<file path="config.mk">
export PLATFORM = sky130hd
export DESIGN_NAME = fht_ctrl
export DESIGN_NICKNAME = d
export VERILOG_FILES = /design/src/rtl/fht_pkg.sv /design/src/rtl/fht_addr_gen.sv /design/src/rtl/fht_ctrl.sv
export SDC_FILE = /design/constraint.sdc
export NUM_CORES = 1
export LEC_CHECK = 0
export CORE_ASPECT_RATIO = 0.8
export CORE_MARGIN = 4
export CORE_UTILIZATION = 57
export CTS_CLUSTER_SIZE = 16
export DETAILED_ROUTE_END_ITERATION = 12
export GPL_ROUTABILITY_DRIVEN = 1
export PLACE_DENSITY = 0.81
export SKIP_CTS_REPAIR_TIMING = 1
export SLEW_MARGIN = 30
export SYNTH_ARGS = -nofsm -noshare
export SYNTH_HDL_FRONTEND = slang
export SYNTH_SLANG_ARGS = --single-unit
</file>
<file path="constraint.sdc">
create_clock -name iCLK -period 7.1 [get_ports iCLK]
set_input_delay 0.71 -clock iCLK [delete_from_list [all_inputs] [get_ports iCLK]]
set_output_delay 0.71 -clock iCLK [all_outputs]
set_load 0.01 [all_outputs]
</file>
<file path="src/rtl/fht_pkg.sv">
// Shared constants, state encoding and width helpers for the FHT stage sequencer.
package fht_pkg;

    localparam int FHT_N_LOG2 = 10;
    localparam int FHT_RD_LAT = 1;
    localparam int FHT_WR_LAT = FHT_RD_LAT + 2;
    localparam int FHT_ADDR_W = FHT_N_LOG2;
    localparam int FHT_TW_W   = FHT_N_LOG2 - 1;

    typedef enum logic [1:0] {
        ST_IDLE  = 2'd0,
        ST_RUN   = 2'd1,
        ST_FLUSH = 2'd2,
        ST_DONE  = 2'd3
    } fht_state_t;

    // Width of the stage counter, which counts 0..n_log2-1.
    function automatic int stage_w(input int n_log2);
        return (n_log2 > 1) ? $clog2(n_log2) : 1;
    endfunction

endpackage

</file>
<file path="src/rtl/fht_addr_gen.sv">
// Combinational map from (stage, butterfly index) to read, twiddle and write addresses.
module fht_addr_gen
    import fht_pkg::*;
#(
    parameter int N_LOG2 = FHT_N_LOG2,
    localparam int S_W   = stage_w(N_LOG2)
) (
    input  logic [S_W-1:0]    s,
    input  logic [N_LOG2-2:0] b,
    output logic [N_LOG2-1:0] a0,
    output logic [N_LOG2-1:0] a1,
    output logic [N_LOG2-1:0] a2,
    output logic [N_LOG2-2:0] tw
);

    logic [N_LOG2-1:0] h;
    logic [N_LOG2-1:0] mask;
    logic [N_LOG2-1:0] bx;
    logic [N_LOG2-1:0] j;
    logic [N_LOG2-1:0] base;
    logic [S_W-1:0]    tw_sh;

    always_comb begin
        h     = N_LOG2'(1) << s;
        mask  = h - N_LOG2'(1);
        bx    = {1'b0, b};
        j     = bx & mask;
        // Group index shifted back up by s+1 is just the upper bits of b moved left once.
        base  = (bx & ~mask) << 1;
        a0    = base + j;
        a1    = base + h + j;
        a2    = base + h + ((h - j) & mask);
        tw_sh = S_W'(N_LOG2 - 1) - s;
        tw    = (N_LOG2 - 1)'(j << tw_sh);
    end

endmodule

</file>
<file path="src/rtl/fht_ctrl.sv">
// FHT stage sequencer: issues one butterfly per cycle, ping-pongs RAM banks per stage.
// Optional issue freeze via iPAUSE when FHT_CTRL_PAUSE_EN is defined.
//
// state | meaning
// IDLE  | waiting for iSTART
// RUN   | issuing butterflies b = 0..N/2-1 of stage s
// FLUSH | WR_LAT idle cycles so the stage's last writes land before the next read
// DONE  | one-cycle completion pulse, then back to IDLE
module fht_ctrl
    import fht_pkg::*;
#(
    parameter int N_LOG2 = FHT_N_LOG2,
    parameter int RD_LAT = FHT_RD_LAT
) (
    input  logic              iCLK,
    input  logic              iRESET,
    input  logic              iSTART,
`ifdef FHT_CTRL_PAUSE_EN
    input  logic              iPAUSE,
`endif
    output logic              oBUSY,
    output logic              oDONE,
    output logic              oRD_BANK,
    output logic [N_LOG2-1:0] oRD_ADDR0,
    output logic [N_LOG2-1:0] oRD_ADDR1,
    output logic [N_LOG2-1:0] oRD_ADDR2,
    output logic              oRD_EN,
    output logic [N_LOG2-2:0] oTW_ADDR,
    output logic              oWR_BANK,
    output logic [N_LOG2-1:0] oWR_ADDR0,
    output logic [N_LOG2-1:0] oWR_ADDR1,
    output logic              oWR_EN,
    output logic              oRES_BANK
);

    localparam int WR_LAT = RD_LAT + 2;
    localparam int S_W    = stage_w(N_LOG2);
    localparam int B_W    = N_LOG2 - 1;
    localparam int C_W    = $clog2(WR_LAT + 1);

    localparam logic [B_W-1:0] B_LAST  = '1;
    localparam logic [S_W-1:0] S_LAST  = S_W'(N_LOG2 - 1);
    localparam logic [C_W-1:0] FL_LAST = C_W'(WR_LAT - 1);

    fht_state_t        st;
    logic [S_W-1:0]    s;
    logic [B_W-1:0]    b;
    logic [C_W-1:0]    fl_cnt;
    logic              pause;
    logic              issue;
    logic [N_LOG2-1:0] a0, a1, a2;
    logic [N_LOG2-2:0] tw;
    logic [N_LOG2-1:0] rd_addr0_q;
    logic [WR_LAT-1:0] wl_v;
    logic [N_LOG2-1:0] wl_y0 [WR_LAT];
    logic [N_LOG2-1:0] wl_y1 [WR_LAT];

`ifdef FHT_CTRL_PAUSE_EN
    assign pause = iPAUSE;
`else
    assign pause = 1'b0;
`endif

    assign issue = (st == ST_RUN) && !pause;

    fht_addr_gen #(.N_LOG2(N_LOG2)) u_addr_gen (
        .s  (s),
        .b  (b),
        .a0 (a0),
        .a1 (a1),
        .a2 (a2),
        .tw (tw)
    );

    always_ff @(posedge iCLK or negedge iRESET) begin
        if (!iRESET) begin
            st     <= ST_IDLE;
            s      <= '0;
            b      <= '0;
            fl_cnt <= '0;
        end else begin
            case (st)
                ST_IDLE: begin
                    if (iSTART) begin
                        st <= ST_RUN;
                        s  <= '0;
                        b  <= '0;
                    end
                end
                ST_RUN: begin
                    if (issue) begin
                        b <= b + B_W'(1);
                        if (b == B_LAST) begin
                            st     <= ST_FLUSH;
                            fl_cnt <= FL_LAST;
                        end
                    end
                end
                ST_FLUSH: begin
                    if (fl_cnt == '0) begin
                        if (s == S_LAST) begin
                            st <= ST_DONE;
                        end else begin
                            s  <= s + S_W'(1);
                            st <= ST_RUN;
                        end
                    end else begin
                        fl_cnt <= fl_cnt - C_W'(1);
                    end
                end
                ST_DONE:  st <= ST_IDLE;
                default:  st <= ST_IDLE;
            endcase
        end
    end

    // X0 trails X1/X2 by a cycle; the write line keeps shifting even while issue is frozen.
    always_ff @(posedge iCLK or negedge iRESET) begin
        if (!iRESET) begin
            rd_addr0_q <= '0;
            wl_v       <= '0;
            for (int i = 0; i < WR_LAT; i++) begin
                wl_y0[i] <= '0;
                wl_y1[i] <= '0;
            end
        end else begin
            rd_addr0_q <= issue ? a0 : '0;
            wl_v[0]    <= issue;
            wl_y0[0]   <= issue ? a0 : '0;
            wl_y1[0]   <= issue ? a1 : '0;
            for (int i = 1; i < WR_LAT; i++) begin
                wl_v[i]  <= wl_v[i-1];
                wl_y0[i] <= wl_y0[i-1];
                wl_y1[i] <= wl_y1[i-1];
            end
        end
    end

    assign oBUSY     = (st == ST_RUN) || (st == ST_FLUSH);
    assign oDONE     = (st == ST_DONE);
    assign oRD_BANK  = oBUSY & s[0];
    assign oWR_BANK  = oBUSY & ~s[0];
    assign oRD_EN    = issue;
    assign oRD_ADDR1 = issue ? a1 : '0;
    assign oRD_ADDR2 = issue ? a2 : '0;
    assign oTW_ADDR  = issue ? tw : '0;
    assign oRD_ADDR0 = rd_addr0_q;
    assign oWR_EN    = wl_v[WR_LAT-1];
    assign oWR_ADDR0 = wl_y0[WR_LAT-1];
    assign oWR_ADDR1 = wl_y1[WR_LAT-1];
    assign oRES_BANK = 1'(N_LOG2 % 2);

endmodule
</file>
After elaboration in Yosys (flattened, before gate mapping). Index checks and enable logic that the tools add are counted.

Bits in registers: 80. Bits of input ports: 3. Output and inout port bits: 66. Word-level logic and storage cells: 67.

Add/sub/neg operators: 10. Eq/ne operators: 10. Shift-type cells: 2. Multiplexer cells: 17. Bitwise gates (word level): 7. Reductions and logical operators: 10.

Operators by type and width (number): adder 10 bit (4); 2-to-1 mux 10 bit (3); 2-to-1 mux 9 bit (2); one-hot mux 9 bit (2 select lines) (1); 2-to-1 mux 4 bit (3); bitwise AND 10 bit (1); bitwise AND 9 x 10 -> 10 bit (1); 2-to-1 mux 2 bit (5); << shifter 1 x 4 -> 10 bit (first input constant) (1); << shifter 10 x 4 -> 9 bit (1); subtractor 10 x 1 -> 10 bit (second input constant) (1); subtractor 10 bit (1); adder 9 x 1 -> 9 bit (second input constant) (1); bitwise AND 9 bit (1); == test 9 bit (second input constant) (1); NOT 9 bit (1); inequality test 2 bit (second input constant) (4); one-hot mux 2 bit (4 select lines) (1); one-hot mux 4 bit (2 select lines) (1); AND reduction 3 bit (2); nonzero test 2 bit (3); adder 4 x 1 -> 4 bit (second input constant) (1); == test 2 bit (second input constant) (2); == test 4 bit (second input constant) (1); other kinds (11) (13).

Depth between registers and ports, before layout.
Depth in word-level cells: 7. Mapped depth: 26. Mapped depth without buffers: 23.

Modules after synthesis. From an unflattened synthesis, not the netlist that was laid out.

Cells, all modules: 588. Area total of the unflattened synthesis: 5476.5 µm².

By module, submodules not included: fht_ctrl (instances 1, cells an instance 248, area an instance 3118.0 µm², seq. area each 2001.9 µm²); fht_addr_gen (instances 1, cells an instance 340, area an instance 2358.5 µm², seq. area each 0.0 µm²).

Worst setup path before layout. No wires, ideal clock.

Kind: reg2out. Start point: register s[0]. End point: output oRD_ADDR2[9]. Data arrival time: 4.697 ns. Required time: 6.390 ns. Setup slack: 1.693 ns. Stages on the path, launching flop included: 26. Path buffers: 4. Cell sequence: dfrtp_1 clkbuf_1 inv_1 ha_1 buf_2 nand2_1 ha_1 buf_2 inv_1 nor3_2 a22oi_1 nor2_1 inv_1 ha_1 clkbuf_1 nor2_1 a21oi_1 o221ai_1 a211oi_1 mux2i_1 ha_1 a21o_1 a31oi_1 or4_1 a22o_1 nand2_1.

Cells in the longest elaborated chain, start to end: 7. Elaborated cells on any way between the ends: 10.

Ends and longest elaborated chain: start: declaration (RTL line fht_ctrl.sv:46) `logic [S_W-1:0] s;`; start signal: assignment (RTL line fht_ctrl.sv:104) `s <= s + S_W'(1);`; << shifter 1 x 4 -> 10 bit * (RTL line fht_addr_gen.sv:24) `h = N_LOG2'(1) << s;`; subtractor 10 x 1 -> 10 bit (RTL line fht_addr_gen.sv:25) `mask = h - N_LOG2'(1);`; bitwise AND 9 x 10 -> 10 bit or NOT 9 bit (tied branches) (RTL line fht_addr_gen.sv:27, fht_addr_gen.sv:29); subtractor 10 bit or bitwise AND 9 bit (tied branches) (RTL line fht_addr_gen.sv:32, fht_addr_gen.sv:29); bitwise AND 10 bit or adder 10 bit (tied branches) (RTL line fht_addr_gen.sv:32) `a2 = base + h + ((h - j) & mask);`; adder 10 bit * (RTL line fht_addr_gen.sv:32); 2-to-1 mux 10 bit * (RTL line fht_ctrl.sv:145) `assign oRD_ADDR2 = issue ? a2 : '0;`; end: declaration (RTL line fht_ctrl.sv:26) `output logic [N_LOG2-1:0] oRD_ADDR2,`.

Mark *: on every way between the ends. The rest lies on a longest branch, timed or not.

Worst setup path after layout.
Start point: register s[2]. End point: output oRD_ADDR2[9].

The elaborated chain is that of the path after synthesis.

==> flow_summary.toml <==
[detailed_routing]
firstDrtPassIters = 5
highest_layer = "met4"
vias = 4651
routed_via_density = 5.83
ant_nets = 0
detail_route.iter0.violations = 370
met1_length_mm = 6.19
wl_per_cell_um = 17.1
drc = 0
wl_met2_mm = 6.47
dr_wl_met3_um = 742
drt-total-wl_mm = 13.6

[yosys]
synth_top_family_by_area = "compound AO/OA/AOI/OAI gates"
synth-simple-area-share_pct = 17.5
ys_types = 73
yosys.area_share.adder_pct = 12.4
ys.flop_type = "dfrtp_1"
synth.area.mux_share_pct = 2.04
yosys-top-cells-area = "dfrtp_1 (35%), ha_1 (11%), buf_4 (4.2%)"
synth_seq_area_share_pct = 35.1
yosysWarnings = 0
synth_xor_area_share_pct = 5.22
synth_edf_count = 0
synth_top_area_share_pct = 35.1
synthesis.instances = 631
synth-seq-cells = 80
avgSynthCellArea_um2 = 9.04
syn-cell-area_um2 = 5710
async_flop_share_pct = 100
yosys.area.top_type = "dfrtp_1"
synth_compound_area_share_pct = 18.1

[worst_setup_path]
cp-end-kind = "output pin"
critPathArrivalTime_ns = 5.93
critPathMaxFanout = 15
cp.required_ns = 6.39
critical_path_class = "flip-flop to output pin"
cp-start-kind = "flip-flop"
rr_startpoint = "s[1]"
worstSetupStartpoint = "s[2]"

[die]
core_area_um2 = 9690
die_w_um = 120
die_h_um = 97.5
initial_core_util_pct = 58.9
dieArea_um2 = 11700
row_count = 32
pin_count = 69

[sta]
max_slew_margin_pct = 54.5
finalSetupViolCount = 0
final.period_utilization_pct = 93.6
fmax_mhz = 151
drv_slew = 0
rsz0062_at_grt = "no"
hold_viol_final = 0
tightest_slew_ns = 0.682
tns_ns = 0
period_needed_ns = 6.64
finClkSkew_ns = 0.00856

[placement]
dp_hpwl_mm = 10.6
dp_cells = 782
place_congestion = 0.956
port_buffers = 67

[final_layout]
post-route-util_pct = 67.4
syn2layout_area_growth_pct = 14.5
nNetsFinal = 714
stdcell_count = 798
drive_gt1_share_pct = 6.80
antenna_cells = 0
mostFrequentLayoutCell = "dfrtp_1"
layout_common_cells = "dfrtp_1 (80), clkdlybuf4s50_1 (66), nor2_1 (50)"

[min_path]
hold_class = "flip-flop to flip-flop"
hp-start = "wl_y1[22]"

[global_route]
gr-total-overflow = 0
grt_pass1_wl_mm = 22.8
grt_max_degree = 81
grt_pass1_vias = 4616
antenna_found_initial = 0
grtUsageTotal_pct = 24.1

[pwr]
leakagePower_nw = 3.01
peakVddDrop_uv = 120
finalPower_mw = 0.915
powerDensity_nw_per_um2 = 140

[flow_run]
maxCapViolations = 0

[clock_network]
root_buffer = "clkbuf_16"
numCtsBuffers = 9
htreeDepth = 3
cts_num_sinks = 80
clockBufferDepth = 2
cts_tree = "built"
clock_insertion_delay_worst_skew_ns = 0.34
clk_pin_slew_worst_paths_ns = 0.07

[status]
status = "finished clean"
[flip-flops by register name, summed over array words and instances, names as in the netlist]
register	count
wl_y0	20
oWR_ADDR0	10
b	9
fl_cnt	2
st	2
oWR_ADDR1	10
wl_v	3
wl_y1	20
s	4
[Yosys cell counts, types with 7 or more instances]
master and instances:
nor2b_1 9, inv_1 44, a21o_1 12, buf_2 7, a21oi_1 36, a211oi_1 7, o21ai_0 32, xor2_1 7
nor3_1 16, nand3_1 13, nand2b_1 10, and2_1 14, and3_1 11, xnor2_1 27, dfrtp_1 80, nor2_1 50
buf_4 32, nand2_1 46, ha_1 50, clkbuf_1 19
[kinds of logic after synthesis]
family,count (synthesis)
mux,10
other cells,2
compound gates,148
buf+inv,105
xor+xnor,34
flops,80
simple gates,198
fa+ha+maj,54
[path summary, 6_finish.rpt]
kind | to | slack, ns | cells after the start
min in group asynchronous | wl_y0[12] | 0.40 | 1
max in group asynchronous | wl_y1[24] | 6.25 | 1
setup / recovery | oRD_ADDR2[9] | 0.46 | 22
hold reg to reg | wl_y1[12] | 0.35 | 0
setup reg to reg | wl_y1[29] | 2.76 | 18
hold / removal | wl_y1[12] | 0.35 | 0
[where the power goes]
group | switching, mW | internal, mW | total [mW] | leakage [nW]
combinational | 0.0114 | 0.00459 | 0.0160 | 1.91
sequential | 0.000384 | 0.457 | 0.458 | 0.962
clock | 0.198 | 0.244 | 0.442 | 0.136
[metrics by stage]
stage          area [um^2]  worst slack [ns]  hold slack, ns
3_3_place_gp          6240             0.959           0.331
3_5_place_dp          6240             0.767           0.335
5_1_grt               6530            0.0630           0.352
6_report              6530             0.458           0.347
2_1_floorplan         5710              1.69           0.331
4_1_cts               6530             0.355           0.349
[final cells by class]
cell class / instances / area [um^2]
repair buffers: 73 / 717
inverters: 46 / 185
clock buffers: 9 / 225
clock inverters: 7 / 63.8
fillers: 804 / 3160
well taps: 136 / 170
multi-input cells: 447 / 3170
flip-flops and latches: 80 / 2000
[critical path, stage by stage (launching register included)]
cell	delay [ns]
dfrtp_1	0.63
nor2_2	0.17
nand2_1	0.20
ha_2	0.36
inv_1	0.13
nor3_2	0.38
a22oi_1	0.18
nor2_1	0.28
inv_1	0.12
ha_1	0.25
nor2_1	0.11
a32oi_1	0.17
or2_2	0.31
o21ai_0	0.22
xnor2_1	0.09
and2_1	0.17
ha_1	0.34
a21o_1	0.17
a31oi_1	0.29
o211ai_1	0.19
a22o_1	0.24
nand2_1	0.07
clkdlybuf4s50_1	0.53
[layer usage]
metal | vias to the layer above | global-route usage [%]
met5 | - | 0
met4 | 0 | 6.60
met3 | 28 | 4.95
met2 | 146 | 39.8
met1 | 2253 | 32.4
li1 | 2224 | -
(Power assumes the default switching activity.)
